`config.mk`:
```
export PLATFORM = sky130hd
export DESIGN_NAME = cnt_event_monitor
export DESIGN_NICKNAME = d
export VERILOG_FILES = /design/src/rtl/cnt_mon_pkg.sv /design/src/rtl/cnt_mon_fifo.sv /design/src/rtl/cnt_event_monitor.sv
export SDC_FILE = /design/constraint.sdc
export NUM_CORES = 1
export LEC_CHECK = 0
export ABC_AREA = 1
export BUFFER_PORTS_ARGS = -buffer_cell sky130_fd_sc_hd__buf_2
export CORE_UTILIZATION = 57
export CTS_CLUSTER_SIZE = 14
export DETAILED_ROUTE_END_ITERATION = 8
export GPL_ROUTABILITY_DRIVEN = 0
export PLACE_DENSITY_LB_ADDON = 0.08
export SLEW_MARGIN = 25
export SYNTH_ARGS = -nofsm -noshare
export SYNTH_HDL_FRONTEND = slang
export SYNTH_SLANG_ARGS = --single-unit
```
`constraint.sdc`:
```
create_clock -name CLK -period 3.3 [get_ports CLK]
set_input_delay 0.165 -clock CLK [delete_from_list [all_inputs] [get_ports CLK]]
set_output_delay 0.165 -clock CLK [all_outputs]
set_load 0.05 [all_outputs]
```
`src/rtl/cnt_mon_pkg.sv`:
```
// Shared event types, entry layout and MSB-class decode for the counter event monitor.
package cnt_mon_pkg;

  localparam int         MAX_W    = 15;
  localparam logic [3:0] CLS_ZERO = 4'hF;

  typedef enum logic [1:0] {
    EVT_NONE   = 2'b00,
    EVT_WRAP   = 2'b01,
    EVT_STALL  = 2'b10,
    EVT_OCTAVE = 2'b11
  } evt_t;

  // Value field is sized for the widest legal counter; narrower tops zero-extend.
  typedef struct packed {
    evt_t             etype;
    logic [3:0]       cls;
    logic [MAX_W-1:0] value;
  } evt_entry_t;

  // Index of the highest set bit; the last match in the upward scan has priority.
  function automatic logic [3:0] msb_class(input logic [MAX_W-1:0] v);
    msb_class = CLS_ZERO;
    for (int i = 0; i < MAX_W; i++)
      if (v[i]) msb_class = 4'(i);
  endfunction

endpackage

```
`src/rtl/cnt_mon_fifo.sv`:
```
// Synchronous FIFO with extra-bit pointers; a pop frees a slot for a same-cycle push when full.
module cnt_mon_fifo #(
  parameter int DEPTH = 4,
  parameter int W     = 8
) (
  input  logic         clk,
  input  logic         rst_n,
  input  logic         push,
  input  logic         pop,
  input  logic [W-1:0] din,
  output logic [W-1:0] dout,
  output logic         full,
  output logic         empty
);

  localparam int AW = (DEPTH > 1) ? $clog2(DEPTH) : 1;

  logic [AW:0]  wr_ptr, rd_ptr;
  logic [W-1:0] mem [DEPTH];
  logic         wr_en, rd_en;

  assign empty = (wr_ptr == rd_ptr);
  assign full  = (wr_ptr[AW] != rd_ptr[AW]) && (wr_ptr[AW-1:0] == rd_ptr[AW-1:0]);
  assign rd_en = pop & ~empty;
  assign wr_en = push & (~full | rd_en);
  assign dout  = mem[rd_ptr[AW-1:0]];

  always_ff @(posedge clk or negedge rst_n) begin
    if (!rst_n) begin
      wr_ptr <= '0;
      rd_ptr <= '0;
      for (int i = 0; i < DEPTH; i++) mem[i] <= '0;
    end else begin
      if (wr_en) begin
        mem[wr_ptr[AW-1:0]] <= din;
        wr_ptr              <= wr_ptr + 1'b1;
      end
      if (rd_en) rd_ptr <= rd_ptr + 1'b1;
    end
  end

endmodule

```
`src/rtl/cnt_event_monitor.sv`:
```
// Samples the free-running counter, classifies WRAP/OCTAVE/STALL transitions and queues them.
module cnt_event_monitor
  import cnt_mon_pkg::*;
#(
  parameter int WIDTH       = 8,
  parameter int FIFO_DEPTH  = 4,
  parameter int STALL_LIMIT = 4
) (
  input  logic             CLK,
  input  logic             RST,
  input  logic [WIDTH-1:0] cnt_in,
  input  logic             en,
  output logic             evt_valid,
  input  logic             evt_ready,
  output logic [1:0]       evt_type,
  output logic [WIDTH-1:0] evt_value,
  output logic [3:0]       evt_class,
  output logic [7:0]       wrap_cnt,
  output logic [7:0]       drop_cnt
);

  localparam int EW = $bits(evt_entry_t);

  logic [WIDTH-1:0] prev_q;
  logic             prev_vld;
  logic [7:0]       run_q;
  logic [3:0]       cls_in, cls_prev;
  logic             same, is_wrap, is_oct, is_stall, push, pop, full, empty;
  evt_entry_t       push_e, head;
  logic [EW-1:0]    head_raw;

  assign cls_in   = msb_class(MAX_W'(cnt_in));
  assign cls_prev = msb_class(MAX_W'(prev_q));
  assign same     = (cnt_in == prev_q);

  // Priority WRAP > OCTAVE > STALL; STALL needs equal values so it never overlaps the others.
  assign is_wrap  = en & prev_vld & (cnt_in < prev_q);
  assign is_oct   = en & prev_vld & ~is_wrap & (cls_in != cls_prev);
  assign is_stall = en & prev_vld & same & (({1'b0, run_q} + 9'd1) == 9'(STALL_LIMIT));
  assign push     = is_wrap | is_oct | is_stall;
  assign pop      = evt_valid & evt_ready;

  always_comb begin
    push_e.etype = is_wrap ? EVT_WRAP : (is_oct ? EVT_OCTAVE : EVT_STALL);
    push_e.cls   = cls_in;
    push_e.value = MAX_W'(cnt_in);
  end

  always_ff @(posedge CLK or negedge RST) begin
    if (!RST) begin
      prev_q   <= '0;
      prev_vld <= 1'b0;
      run_q    <= '0;
      wrap_cnt <= '0;
      drop_cnt <= '0;
    end else begin
      if (en) begin
        prev_q   <= cnt_in;
        prev_vld <= 1'b1;
        if (prev_vld && same) begin
          if (run_q != 8'hFF) run_q <= run_q + 8'd1;
        end else begin
          run_q <= '0;
        end
      end
      if (is_wrap && wrap_cnt != 8'hFF) wrap_cnt <= wrap_cnt + 8'd1;
      if (push && full && !pop && drop_cnt != 8'hFF) drop_cnt <= drop_cnt + 8'd1;
    end
  end

  cnt_mon_fifo #(.DEPTH(FIFO_DEPTH), .W(EW)) u_fifo (
    .clk   (CLK),
    .rst_n (RST),
    .push  (push),
    .pop   (pop),
    .din   (push_e),
    .dout  (head_raw),
    .full  (full),
    .empty (empty)
  );

  assign head      = evt_entry_t'(head_raw);
  assign evt_valid = ~empty;
  assign evt_type  = head.etype;
  assign evt_class = head.cls;
  assign evt_value = head.value[WIDTH-1:0];

  if (WIDTH < MAX_W) begin : g_pad
    logic unused_pad;
    assign unused_pad = ^head.value[MAX_W-1:WIDTH];
  end

endmodule

```
==> flow_summary_export.csv <==
group,metric,value,unit
synth,synthesis.nets,673,
worst_hold_path,min_to,"u_fifo.rd_ptr[2]",
die,start_util,60.1,%
worst_setup_path,rrSetupSlack,0.62,ns
sta,worstMarginPinSlew,0.771,ns
clock_tree,postCtsResizedCells,0,
flow_run,max_cap_violations,0,
clock_tree,ctsLongestPathBuffers,2,
global_routing,grt-ovfl-total,0,
route,dr.pass1.iters,5,
route,routedWlPerCell,15.6,um
global_routing,use_met3,3.76,%
power,p_per_area,944,nW/um^2
sta,tns,0,ns
route,routed_wl,12.3,mm
die,dieHeight,98.8,um
synth,post_synth.cell_area_avg,8.30,um^2
final_layout,nFillCells,763,
clock_tree,cts_sinks,95,
worst_setup_path,cp.arrival,2.94,ns
worst_setup_path,cp-end-kind,"register",
clock_tree,cts_tree,"yes",
final_layout,antenna_cells,0,
global_routing,grt_pass1_vias,4307,
global_routing,antenna_found_initial,0,
synth,syn-instance-count,644,
route,remaining_drc_errors,0,
place,hpwl,8.16,mm
global_routing,grt-busiest-layer,"met2",
power,pwr-share-clk,15.6,%
synth,synth-seq-cells,95,
worst_setup_path,cp_num_buf_inv,1,
synth,synth_top_area_cell,"dfrtp_1",
worst_setup_path,reg2reg_from,"prev_q[7]",
route,vias_per_cell,5.71,
power,power,5.45,mW
worst_setup_path,cp_top_family,"simple AND/OR/NAND/NOR gates",
worst_setup_path,cp.required,3.56,ns
place,port-buffer-count,42,
power,net-switching-power,2.70,mW
synth,ys_warn_count,0,
power,irDropWorstVdd,0.590,mV
worst_setup_path,critPathKind,"register to register",
worst_setup_path,critical_path.max_stage_delay,0.56,ns
clock_tree,clkSlewWorstSetupHoldPaths,0.10,ns
worst_setup_path,crit_top_cell,"nand2_1",
sta,period_share,81.1,%
global_routing,grt_use_met1,37.9,%
final_layout,final_cell_mix,"nand2_1, dfrtp_1, nand4_1",
synth,yosysUniqueCellTypes,35,
die,fp.dieArea,9770,um^2
worst_setup_path,crit_chain,"inv_1 -> ha_1 -> nand2_1 -> nor2_1 -> nand4_1 -> nor2_1 -> nand4_1 -> nand2_4 -> nand3_1 -> nand2_1 -> nand2_1",
synth,yosysTopAreaCellShare,44.5,%
die,die_w,98.8,um
worst_setup_path,r2r-end,"u_fifo.mem[5]",
worst_hold_path,hold_depth,3,
worst_setup_path,reg2regPathDepth,11,
sta,worst_slack,0.625,ns
sta,grt_setup_unrepaired,"false",
final_layout,layout_commonest_cell,"nand2_1",
power,seq_power_share,34.4,%
synth,post_synth_main_area_contributors,"dfrtp_1, nand2_1, nand4_1, nand2_2, ha_1",
synth,synth-seq-area-share,44.5,%
sta,min_period,2.68,ns
sta,hold_viol,0,
global_routing,grt_use_total,27.0,%
final_layout,drive_gt1_share,19.7,%
power,comb_power_share,50.1,%
power,leakage,2.94,nW
global_routing,grt_use_met2,43.3,%
die,ioPinCount,43,
worst_setup_path,crit_path_top_delay_cell,"nand3_1",
clock_tree,root_buffer,"clkbuf_8",
worst_hold_path,min_from,"evt_ready",
sta,finClkSkew,0.0101,ns
worst_hold_path,min_path_type,"input port to register",
clock_tree,numCtsBuffers,9,
worst_setup_path,cp_max_fo,31,
die,core,8890,um^2
sta,relSlewSlack,48.6,%
power,internal_power,2.75,mW
global_routing,grt_pass1_wl,20.8,mm
final_layout,syn2layout_area_growth,8.15,%
sta,setup_viol,0,
run_status,status,"complete, no violations",
die,rows,34,
global_routing,grt_max_degree,60,
place,pre_cts_ws,0.651,ns
sta,fmax,374,MHz
power,netSwitchingFraction,49.5,%
synth,syn_area,5350,um^2
clock_tree,clkLatencyLatePin,0.37,ns
route,drt-initial-drc-count,280,
worst_setup_path,cp-start-kind,"register",
final_layout,layout.nets,705,
clock_tree,cts_max_level,3,
route,vias,4505,
sta,slew_viol_final,0,
route,final_antenna_net_count,0,
logic make-up (layout without fill, tap and decap cells):
| logic type | Yosys count | in the layout | share of synthesized area, % |
|---|---|---|---|
| buffers and inverters | 79 | 116 | 7.49 |
| AOI/OAI and AO/OA | 72 | 72 | 7.44 |
| muxes | 1 | 1 | 0.211 |
| and+or+nand+nor | 357 | 357 | 32.6 |
| xor gates and xnor gates | 23 | 23 | 3.77 |
| DFF | 95 | 95 | 44.5 |
| adders and majority gates | 17 | 17 | 3.98 |
state kept, by name, summed over array words and instances (netlist names):
signal	flops
u_fifo.mem	56
prev_vld	1
u_fifo.wr_ptr	3
u_fifo.rd_ptr	3
run_q	8
drop_cnt	8
wrap_cnt	8
prev_q	8
metrics by stage:
step                std cells  cell area (um^2)  hold WS, ns  util, %
floorplan                 644              5350       -0.131        -
global placement          772              5550        0.287     62.4
detailed placement        772              5550        0.289     62.4
CTS                       789              5780       0.0914     65.0
global route              789              5780        0.124     65.0
finish                    789              5780       0.0895     65.0
worst max path at each step:
stage	start	end	slack (ns)	cells after the start
2_1_floorplan	u_fifo.rd_ptr[0]	evt_class[0]	1.29	5
3_3_place_gp	prev_q[1]	u_fifo.mem[0]	0.75	16
3_5_place_dp	prev_q[7]	u_fifo.mem[3]	0.65	11
4_1_cts	prev_q[7]	u_fifo.mem[7]	0.63	11
5_1_grt	prev_q[7]	u_fifo.mem[0]	0.27	11
6_report	prev_q[7]	u_fifo.mem[5]	0.62	11
metal layers:
layer | vias to the layer above | part of all wire, %
met3 | 21 | 6.5
li1 | 2193 | -
met4 | 0 | 1.8
met2 | 142 | 46
met1 | 2149 | 46
met5 | - | 0
cell usage after synthesis, drive strengths merged:
library cell and count:
xor2 14, a31oi 1, o21a 2, nor3 2
a21oi 8, nand2 203, o22ai 14, xnor2 9
nand3b 1, o21ai 46, nor2 57, o41ai 1
dfrtp 95, buf 14, ha 17, clkbuf 20
nand3 37, nor3b 1, inv 45, mux2 1
nand4 56
worst min-delay path, cell delays in order:
cell     delay [ns]
buf_2          0.11
nand3_1        0.09
xnor2_1        0.06
power groups by stage:
stage / logic, mW / registers, mW / clock network (mW)
global route: 2.98 / 1.92 / 0.906
CTS: 2.74 / 1.87 / 0.866
finish: 2.73 / 1.87 / 0.849
detailed placement: 2.73 / 1.89 / 0
global placement: 2.68 / 1.87 / 0
floorplan: 2.01 / 1.98 / 0
cell type report:
cell class | instances | area, um^2 | share of cell area [%]
clock buffer | 9 | 124 | 2.14
clock inverter | 7 | 95.1 | 1.65
inverter | 45 | 169 | 2.92
multi-input combinational | 470 | 2570 | 44.4
sequential | 95 | 2380 | 41.1
tap | 108 | 135 | 2.34
timing repair buffer | 55 | 313 | 5.41
repair_timing:
item                      4_1_cts  5_1_grt
hold buffers                    1        0
hold endpoints to repair       57        0
buffers inserted                0        0
Note: power is estimated with default switching activity, not from simulation.
